File: src/rtl/multi_chan_pwm_gen.sv
// N-channel PWM generator sharing one prescaled period counter, with edge or
// centre alignment, shadowed top/duty/mode registers and per-channel polarity.
module multi_chan_pwm_gen #(
    parameter int WIDTH    = 8,
    parameter int CHANNELS = 4,
    parameter int PSC_W    = 8,
    parameter logic [CHANNELS-1:0] INVERT = '0
) (
    input  logic                      clock,
    input  logic                      resetN,
    input  logic                      enable,
    input  logic                      center,
    input  logic [PSC_W-1:0]          prescale,
    input  logic [WIDTH-1:0]          top,
    input  logic [CHANNELS*WIDTH-1:0] duty,
    output logic [CHANNELS-1:0]       pwm,
    output logic                      period_end
);

    typedef enum logic {DIR_UP, DIR_DOWN} dir_t;

    logic [PSC_W-1:0]    psc_cnt;
    logic [WIDTH-1:0]    cnt;
    dir_t                dir;
    logic [WIDTH-1:0]    top_a;
    logic                center_a;
    logic [WIDTH-1:0]    duty_a [CHANNELS];

    logic                tick;
    logic [WIDTH-1:0]    t_peak;
    logic [WIDTH-1:0]    cnt_next;
    dir_t                dir_next;
    logic                at_boundary;
    logic [CHANNELS-1:0] active;

    assign tick   = (psc_cnt == prescale);
    assign t_peak = (top_a == '0) ? WIDTH'(1) : top_a;

    // Next counter step, applied only on ticks; at_boundary marks the last tick of a period.
    always_comb begin
        // NOTE: every always_comb output gets a default first so no path leaves it unassigned (no latch).
        cnt_next    = cnt;
        dir_next    = dir;
        at_boundary = 1'b0;
        if (center_a) begin
            if (dir == DIR_DOWN) begin
                if (cnt == WIDTH'(1)) begin
                    at_boundary = 1'b1;
                    cnt_next    = '0;
                    dir_next    = DIR_UP;
                end else begin
                    cnt_next = cnt - WIDTH'(1);
                end
            end else begin
                cnt_next = cnt + WIDTH'(1);
                if (cnt_next == t_peak) begin
                    dir_next = DIR_DOWN;
                end
            end
        end else if (cnt == top_a) begin
            at_boundary = 1'b1;
            cnt_next    = '0;
            dir_next    = DIR_UP;
        end else begin
            cnt_next = cnt + WIDTH'(1);
        end
    end

    always_comb begin
        active = '0;
        for (int i = 0; i < CHANNELS; i++) begin
            active[i] = (cnt < duty_a[i]);
        end
    end

    // NOTE: sequential state uses non-blocking assignments so every register samples pre-edge values.
    always_ff @(posedge clock or negedge resetN) begin
        if (!resetN) begin
            psc_cnt    <= '0;
            cnt        <= '0;
            dir        <= DIR_UP;
            top_a      <= '0;
            center_a   <= 1'b0;
            pwm        <= INVERT;
            period_end <= 1'b0;
            // NOTE: the shadow duty array is a handful of flops, not a RAM, so it is safe to reset.
            for (int i = 0; i < CHANNELS; i++) begin
                duty_a[i] <= '0;
            end
        end else if (!enable) begin
            psc_cnt    <= '0;
            cnt        <= '0;
            dir        <= DIR_UP;
            pwm        <= INVERT;
            period_end <= 1'b0;
            top_a      <= top;
            center_a   <= center;
            for (int i = 0; i < CHANNELS; i++) begin
                duty_a[i] <= duty[i*WIDTH +: WIDTH];
            end
        end else begin
            pwm        <= INVERT ^ active;
            period_end <= tick && at_boundary;
            if (tick) begin
                psc_cnt <= '0;
                cnt     <= cnt_next;
                dir     <= dir_next;
                // Shadow reload only at a period boundary so a live period is never glitched.
                if (at_boundary) begin
                    top_a    <= top;
                    center_a <= center;
                    for (int i = 0; i < CHANNELS; i++) begin
                        duty_a[i] <= duty[i*WIDTH +: WIDTH];
                    end
                end
            end else begin
                psc_cnt <= psc_cnt + PSC_W'(1);
            end
        end
    end

endmodule

File: config.mk
export PLATFORM = sky130hd
export DESIGN_NAME = multi_chan_pwm_gen
export DESIGN_NICKNAME = d
export VERILOG_FILES = /design/src/rtl/multi_chan_pwm_gen.sv
export SDC_FILE = /design/constraint.sdc
export NUM_CORES = 1
export LEC_CHECK = 0
export CAP_MARGIN = 5
export CORE_UTILIZATION = 50
export CTS_CLUSTER_DIAMETER = 60
export DETAILED_ROUTE_END_ITERATION = 8
export MAX_ROUTING_LAYER = met4
export PLACE_DENSITY = 0.77
export RECOVER_POWER = 25
export SLEW_MARGIN = 20
export SYNTH_ARGS = -nofsm -noshare
export SYNTH_HDL_FRONTEND = slang
export SYNTH_SLANG_ARGS = --single-unit
export TNS_END_PERCENT = 10
File: constraint.sdc
create_clock -name clock -period 2.15 [get_ports clock]
set_input_delay 0.215 -clock clock [delete_from_list [all_inputs] [get_ports clock]]
set_output_delay 0.215 -clock clock [all_outputs]
set_load 0.05 [all_outputs]
Word level (Yosys, flattened, before mapping)
Cells that the tools add are included.
- bits in registers: 63
- logic and storage cells: 60
- input port bits: 52
- output and inout port bits: 5
- order comparisons: 4
- equal/unequal tests: 7
- $add $sub $neg: 3
- reductions and logical operators: 4
- multiplexer cells: 31
- operators by type and width (operator ; count):
    two-way mux 32 bit ; 3
    two-way mux 8 bit ; 12
    < comparator 8 bit ; 4
    == test 8 bit ; 3
    adder 8 x 1 -> 8 bit, second input constant ; 2
    two-way mux 1 bit ; 15
    == test 8 x 1 -> 1 bit, second input constant ; 1
    zero test 8 bit ; 1
    subtractor 8 x 1 -> 8 bit, second input constant ; 1
    two-way mux 4 bit ; 1
    != test 2 x 1 -> 1 bit, second input constant ; 2
    AND reduction 2 bit ; 2
    != test 3 x 1 -> 1 bit, second input constant ; 1
    logical AND 1 bit ; 1

Depth between registers and ports, before layout
- word-level depth: 8
- depth in mapped cells: 10
- mapped depth without buffers: 8

Worst setup path after synthesis
No wires, ideal clock.
- path kind: register to register
- from: reg cnt[1]
- to: reg center_a
- arrival: 2123 ps
- setup slack: -98 ps
- data required time: 2025 ps
- buffers on the path: 3
- cell stages (with the launch flop): 11
- clock period less this slack: 2248 ps
- cells stage by stage: dfrtp_1 -> buf_2 -> inv_1 -> ha_1 -> nor3b_1 -> nand3_1 -> a21boi_1 -> nand2b_1 -> buf_6 -> buf_12 -> mux2_4
- word-level cells in the longest chain between the ends: 6
- elaborated cells on any way between the ends: 8
- classes of those cells: eq/ne (3); mux (4); reduce/logical (1)
- ends and longest elaborated chain (element ; line ; text):
    start: declaration ; 23 ; logic [WIDTH-1:0] cnt;
    start signal: assignment ; 106 ; cnt <= cnt_next;
    == test 8 x 1 -> 1 bit ; 47 ; if (cnt == WIDTH'(1)) begin
    two-way mux 1 bit ; 47 ;
    two-way mux 1 bit ; 46 ; if (dir == DIR_DOWN) begin
    two-way mux 1 bit * ; 45 ; if (center_a) begin
    != test 2 x 1 -> 1 bit (no source line) * ; n/a ;
    AND reduction 2 bit (no source line) * ; n/a ;
    end signal: assignment ; 97 ; center_a <= center;
    end signal: assignment ; 111 ; center_a <= center;
    end: declaration ; 26 ; logic center_a;
Mark *: on every way between the ends. The rest lies on a longest branch, timed or not.
A chain may end at the register's enable or synchronous reset.

Final worst setup path
- from: reg top_a[6]
- to: reg duty_a[1] in the netlist's numbering
- word-level cells in the longest chain between the ends: 5
- ends and longest elaborated chain (element ; line ; text):
    start: declaration ; 25 ; logic [WIDTH-1:0] top_a;
    start signal: assignment ; 96 ; top_a <= top;
    start signal: assignment ; 110 ; top_a <= top;
    == test 8 bit ; 60 ; end else if (cnt == top_a) begin
    two-way mux 1 bit ; 60 ;
    two-way mux 1 bit ; 45 ;
    != test 2 x 1 -> 1 bit (no source line) ; n/a ;
    AND reduction 2 bit (no source line) ; n/a ;
    end signal: indexed assignment ; 99 ; duty_a[i] <= duty[i*WIDTH +: WIDTH];
    end signal: indexed assignment ; 113 ; duty_a[i] <= duty[i*WIDTH +: WIDTH];
    end: declaration ; 27 ; logic [WIDTH-1:0] duty_a [CHANNELS];
Every way passes these cells.

==> reports/results.txt <==
The flow ran to the end, but the final reports show violations. The final reports fail on setup timing. The tools report the launch point of the worst hold path as duty[18]. Headroom to the max-slew limit came out at 12.2%. Share of post-route cells with drive strength above 1: 22.7%.

The routed design uses 356 µm of met3 wire. The via count of the first global-routing pass was 3092; the number of warnings printed during yosys synthesis was 0. The delay of the slowest cell on the worst path came out at 0.44 ns. For the sequential element share of the synthesized area, the log shows 40.2%. The worst path uses 101% of the clock period.

The final count of hold timing violations is 0. The worst setup path is captured at a flip-flop. The tightest hold margin came out at 0.472 ns. The post-detailed-route count of antenna-violating nets is 0. Slowest cell on the critical path: sky130_fd_sc_hd__dfrtp_2. The number of standard cells after synthesis is 353, and the layout overhead on the synthesized area is 29.8%. For this run, the top clock speed supported by timing is 459 MHz. The total I/O pin count was 57; the length of the first detailed-routing pass in iterations was 4. Clock tree synthesis found a total of 63 sinks. The DRC violation count after routing is 0.

The number of cell rows is 31. For the global router's overall resource usage, the log shows 24.0%. The number of max-capacitance violations reported came out at 0.

The tree is rooted in a sky130_fd_sc_hd__clkbuf_8. The detail-routed net length per standard cell is 16.7 µm, and the first-pass GRT wire length is 14900 µm. The floorplan step defined a die boundary enclosing 8200 µm². The final standard cell utilization of the core is 68.7%. At the pin with the least slew margin, the transition time is 1.32 ns.

The tools report the total via count in the routed design as 2960. For this configuration, the core starts out at a cell density of 52.9%. The setup check on the worst reg-to-reg path leaves a slack of -0.03 ns.

The highest signal layer in the routed design was met4. The number of CTS-inserted buffers was 9. Commonest non-fill, non-tap cell in the layout: sky130_fd_sc_hd__dfrtp_1. For the clock tree buffer depth, the log shows 2. Measured along the y axis, the die boundary spans 90.5 µm. The count of routing violations after the opening detailed-route iteration is 235. The final layout contains routed wiring with a total length of 9070 µm.

Leaving out filler cells and counting taps, the final layout contains 543. The synthesized area per cell was 11.1 µm². The kind of critical path is flip-flop to flip-flop. For the worst-skew pair, the clock arrives at the later sink with an insertion delay of 0.35 ns. The area of the core region is 7410 µm². Classification of the worst-slack hold path: input pin to flip-flop. The tools report the required time at the worst-slack endpoint as 2.39 ns. The repair_antennas step left the layout with diodes totalling 0.

Dividing total power by cell area gives a power density of 591 nW/µm². Leaving out fill and tap cells, the most frequent cells in the layout are sky130_fd_sc_hd__dfrtp_1 (59), sky130_fd_sc_hd__clkdlybuf4s50_1 (55), sky130_fd_sc_hd__mux2_4 (41). The number of distinct standard cells referenced by the synthesized netlist is 44. The worst register-to-register path has a depth of 7. The final critical-path setup slack was -0.0274 ns; the number of cells in the design after placement was 517.

After detailed routing, the wire length on met1 is 3950 µm. The total negative slack was -0.292 ns. TritonCTS built the clock tree.

The H-tree was split into 3 levels. The HPWL after detailed placement is 6170 µm. The number of endpoints failing setup at the final stage is 22, and the number of max-slew violations in the final report is 0. Largest net degree at the start of global routing: 41. The number of inserted filler cells in the final layout was 539. The final layout contains 523 nets.

The synthesized net count is 437. The worst clock skew is 0.00911 ns, and the pre-CTS worst setup slack is -0.126 ns. Setup repair after global routing could not meet its margin everywhere.

After detailed routing, the met2 layer carries 4560 µm of wire. The startpoint identified for the worst register-to-register timing path is top_a[6]$_DFFE_PN0P_. After clock tree synthesis, the clock-pin slew on the worst setup and hold paths is 0.07 ns. The worst register-to-register path ends at duty_a[1]$_DFFE_PN0P_. Time the worst path needs with I/O delays and setup: 2.18 ns. The tools report the arrival time at the worst endpoint as 2.41 ns.

The destination of the worst hold path was duty_a[10]$_DFFE_PN0P_. Dividing the detail-routed via count by the number of cells gives 5.45. Summing every instance area after synthesis gives 3920 µm². The total congestion overflow is 0. In this run the worst path has a maximum fanout of 8. The worst hold path stage count works out to 2.

Walking the worst path, the cells encountered are xor2_2 -> nor4_2 -> nand3_1 -> a21boi_2 -> nand2b_4 -> clkbuf_16 -> mux2_4. Routability-driven placement finished with a final weighted congestion of 0.912. The tools report the reported leakage power as 2.51 nW.

The number of buffers inserted by port buffering works out to 56. The category of the worst setup path launch point is a flip-flop. Measured along the x axis, the die boundary spans 90.5 µm.

The flop and latch count out of synthesis is 63, and the worst vdd rail ir drop is 0.358 mV. The initial antenna violation count came out at 0.
final cells by class:
class	instances	area, µm²	area share (%)
timing repair buffer	90	908	17.9
clock inverter	5	81.3	1.60
sequential	63	1580	31.1
inverter	31	116	2.29
multi-input combinational	244	2130	42.0
clock buffer	11	141	2.78
tap	99	124	2.43
Yosys cell counts:
library cell | number | area (µm²)
sky130_fd_sc_hd__a32o_1 | 2 | 20.0
sky130_fd_sc_hd__o31ai_1 | 1 | 7.51
sky130_fd_sc_hd__nor2b_1 | 1 | 6.26
sky130_fd_sc_hd__o21ai_0 | 12 | 60.1
sky130_fd_sc_hd__buf_6 | 2 | 22.5
sky130_fd_sc_hd__a31oi_1 | 4 | 25.0
sky130_fd_sc_hd__a41oi_1 | 1 | 8.76
sky130_fd_sc_hd__nor4_2 | 1 | 12.5
sky130_fd_sc_hd__buf_4 | 1 | 7.51
sky130_fd_sc_hd__a21oi_1 | 6 | 30.0
sky130_fd_sc_hd__a21o_1 | 9 | 67.6
sky130_fd_sc_hd__nor3b_1 | 2 | 15.0
sky130_fd_sc_hd__a221oi_1 | 1 | 8.76
sky130_fd_sc_hd__and3_1 | 4 | 25.0
sky130_fd_sc_hd__xnor2_1 | 15 | 131
sky130_fd_sc_hd__mux2_2 | 4 | 45.0
sky130_fd_sc_hd__o21bai_1 | 4 | 30.0
sky130_fd_sc_hd__inv_1 | 31 | 116
sky130_fd_sc_hd__a22o_1 | 2 | 17.5
sky130_fd_sc_hd__nand3_1 | 13 | 65.1
sky130_fd_sc_hd__xor2_1 | 16 | 140
sky130_fd_sc_hd__nand2_1 | 20 | 75.1
sky130_fd_sc_hd__dfrtp_1 | 63 | 1580
sky130_fd_sc_hd__nand3b_1 | 4 | 30.0
sky130_fd_sc_hd__ha_1 | 32 | 400
sky130_fd_sc_hd__mux2_4 | 38 | 571
sky130_fd_sc_hd__nand2b_1 | 6 | 37.5
sky130_fd_sc_hd__clkbuf_1 | 4 | 15.0
sky130_fd_sc_hd__buf_2 | 4 | 20.0
sky130_fd_sc_hd__o221ai_1 | 2 | 17.5
sky130_fd_sc_hd__a211oi_1 | 4 | 30.0
sky130_fd_sc_hd__o22ai_1 | 1 | 6.26
sky130_fd_sc_hd__nor2_1 | 17 | 63.8
sky130_fd_sc_hd__and2_1 | 3 | 18.8
sky130_fd_sc_hd__a221o_1 | 1 | 10.0
sky130_fd_sc_hd__nor4_1 | 2 | 12.5
sky130_fd_sc_hd__a31o_1 | 1 | 8.76
sky130_fd_sc_hd__o311ai_0 | 1 | 8.76
sky130_fd_sc_hd__or3_1 | 1 | 6.26
sky130_fd_sc_hd__a21boi_1 | 1 | 7.51
sky130_fd_sc_hd__o21ai_1 | 1 | 5.00
sky130_fd_sc_hd__nand4_1 | 2 | 12.5
sky130_fd_sc_hd__nor3_1 | 9 | 45.0
sky130_fd_sc_hd__buf_12 | 4 | 80.1
cell families (layout without fill, tap and decap cells):
kind of cell	count (synthesis)	after routing	synth area share, %
buf+inv	46	137	6.67
simple gates	85	85	10.9
xor+xnor	31	31	6.93
mux	42	42	15.7
flops	63	63	40.2
fa+ha+maj	32	32	10.2
compound gates	54	54	9.42
sequential cells by signal, summed over array words and instances (netlist names):
name        cells
center_a        1
cnt             8
dir             1
duty_a         32
period_end      1
psc_cnt         8
pwm             4
top_a           8
per-stage QoR:
stage	instance area [µm²]	total power, W
after global placement	4680	0.00181
after detailed placement	4680	0.00183
final	5090	0.00301
after global routing	5090	0.00313
after floorplan	3930	0.00164
after CTS	4960	0.00300
power by group:
part | leakage, nW | switching [W] | internal [W]
clock | 0.110 | 0.000471 | 0.000684
combinational | 1.63 | 0.000199 | 0.000312
sequential | 0.769 | 0.0000668 | 0.00127
critical path: cells and delay by family, from the launching register on:
kind                      cells  cell delay [ns]
and+or+nand+nor               3             0.75
buffers and inverters         1             0.21
AOI/OAI and AO/OA             1             0.17
muxes                         1             0.30
xor gates and xnor gates      1             0.20
DFF                           1             0.44
worst max path at each step:
| stage | start | to | slack [ns] | cells past startpoint |
|---|---|---|---|---|
| 3_5_place_dp | prescale[4] | duty_a[16]$_DFFE_PN0P_ | -0.13 | 8 |
| 3_3_place_gp | prescale[4] | duty_a[16]$_DFFE_PN0P_ | -0.07 | 8 |
| 5_1_grt | top_a[6]$_DFFE_PN0P_ | duty_a[6]$_DFFE_PN0P_ | -0.08 | 7 |
| 4_1_cts | cnt[1]$_DFFE_PN0P_ | top_a[6]$_DFFE_PN0P_ | 0.02 | 7 |
| 2_1_floorplan | cnt[1]$_DFFE_PN0P_ | center_a$_DFFE_PN0P_ | 0.02 | 10 |
| 6_report | top_a[6]$_DFFE_PN0P_ | duty_a[1]$_DFFE_PN0P_ | -0.03 | 7 |
metal layers:
metal  vias to the layer above  track usage [%]
met1                      1462             29.8
met3                        18             3.70
met5                         -                -
met2                        85             38.7
li1                       1395                -
met4                         0             10.8
repair_timing:
action	in CTS	in global routing
hold endpoints to repair	23	0
pin swaps	3	4
cloned	1	2
gates resized for setup	5	10
setup buffers	0	6
endpoints found under the setup margin	41	41
hold buffers	1	0
No activity file was read; power rests on OpenSTA's default activity.
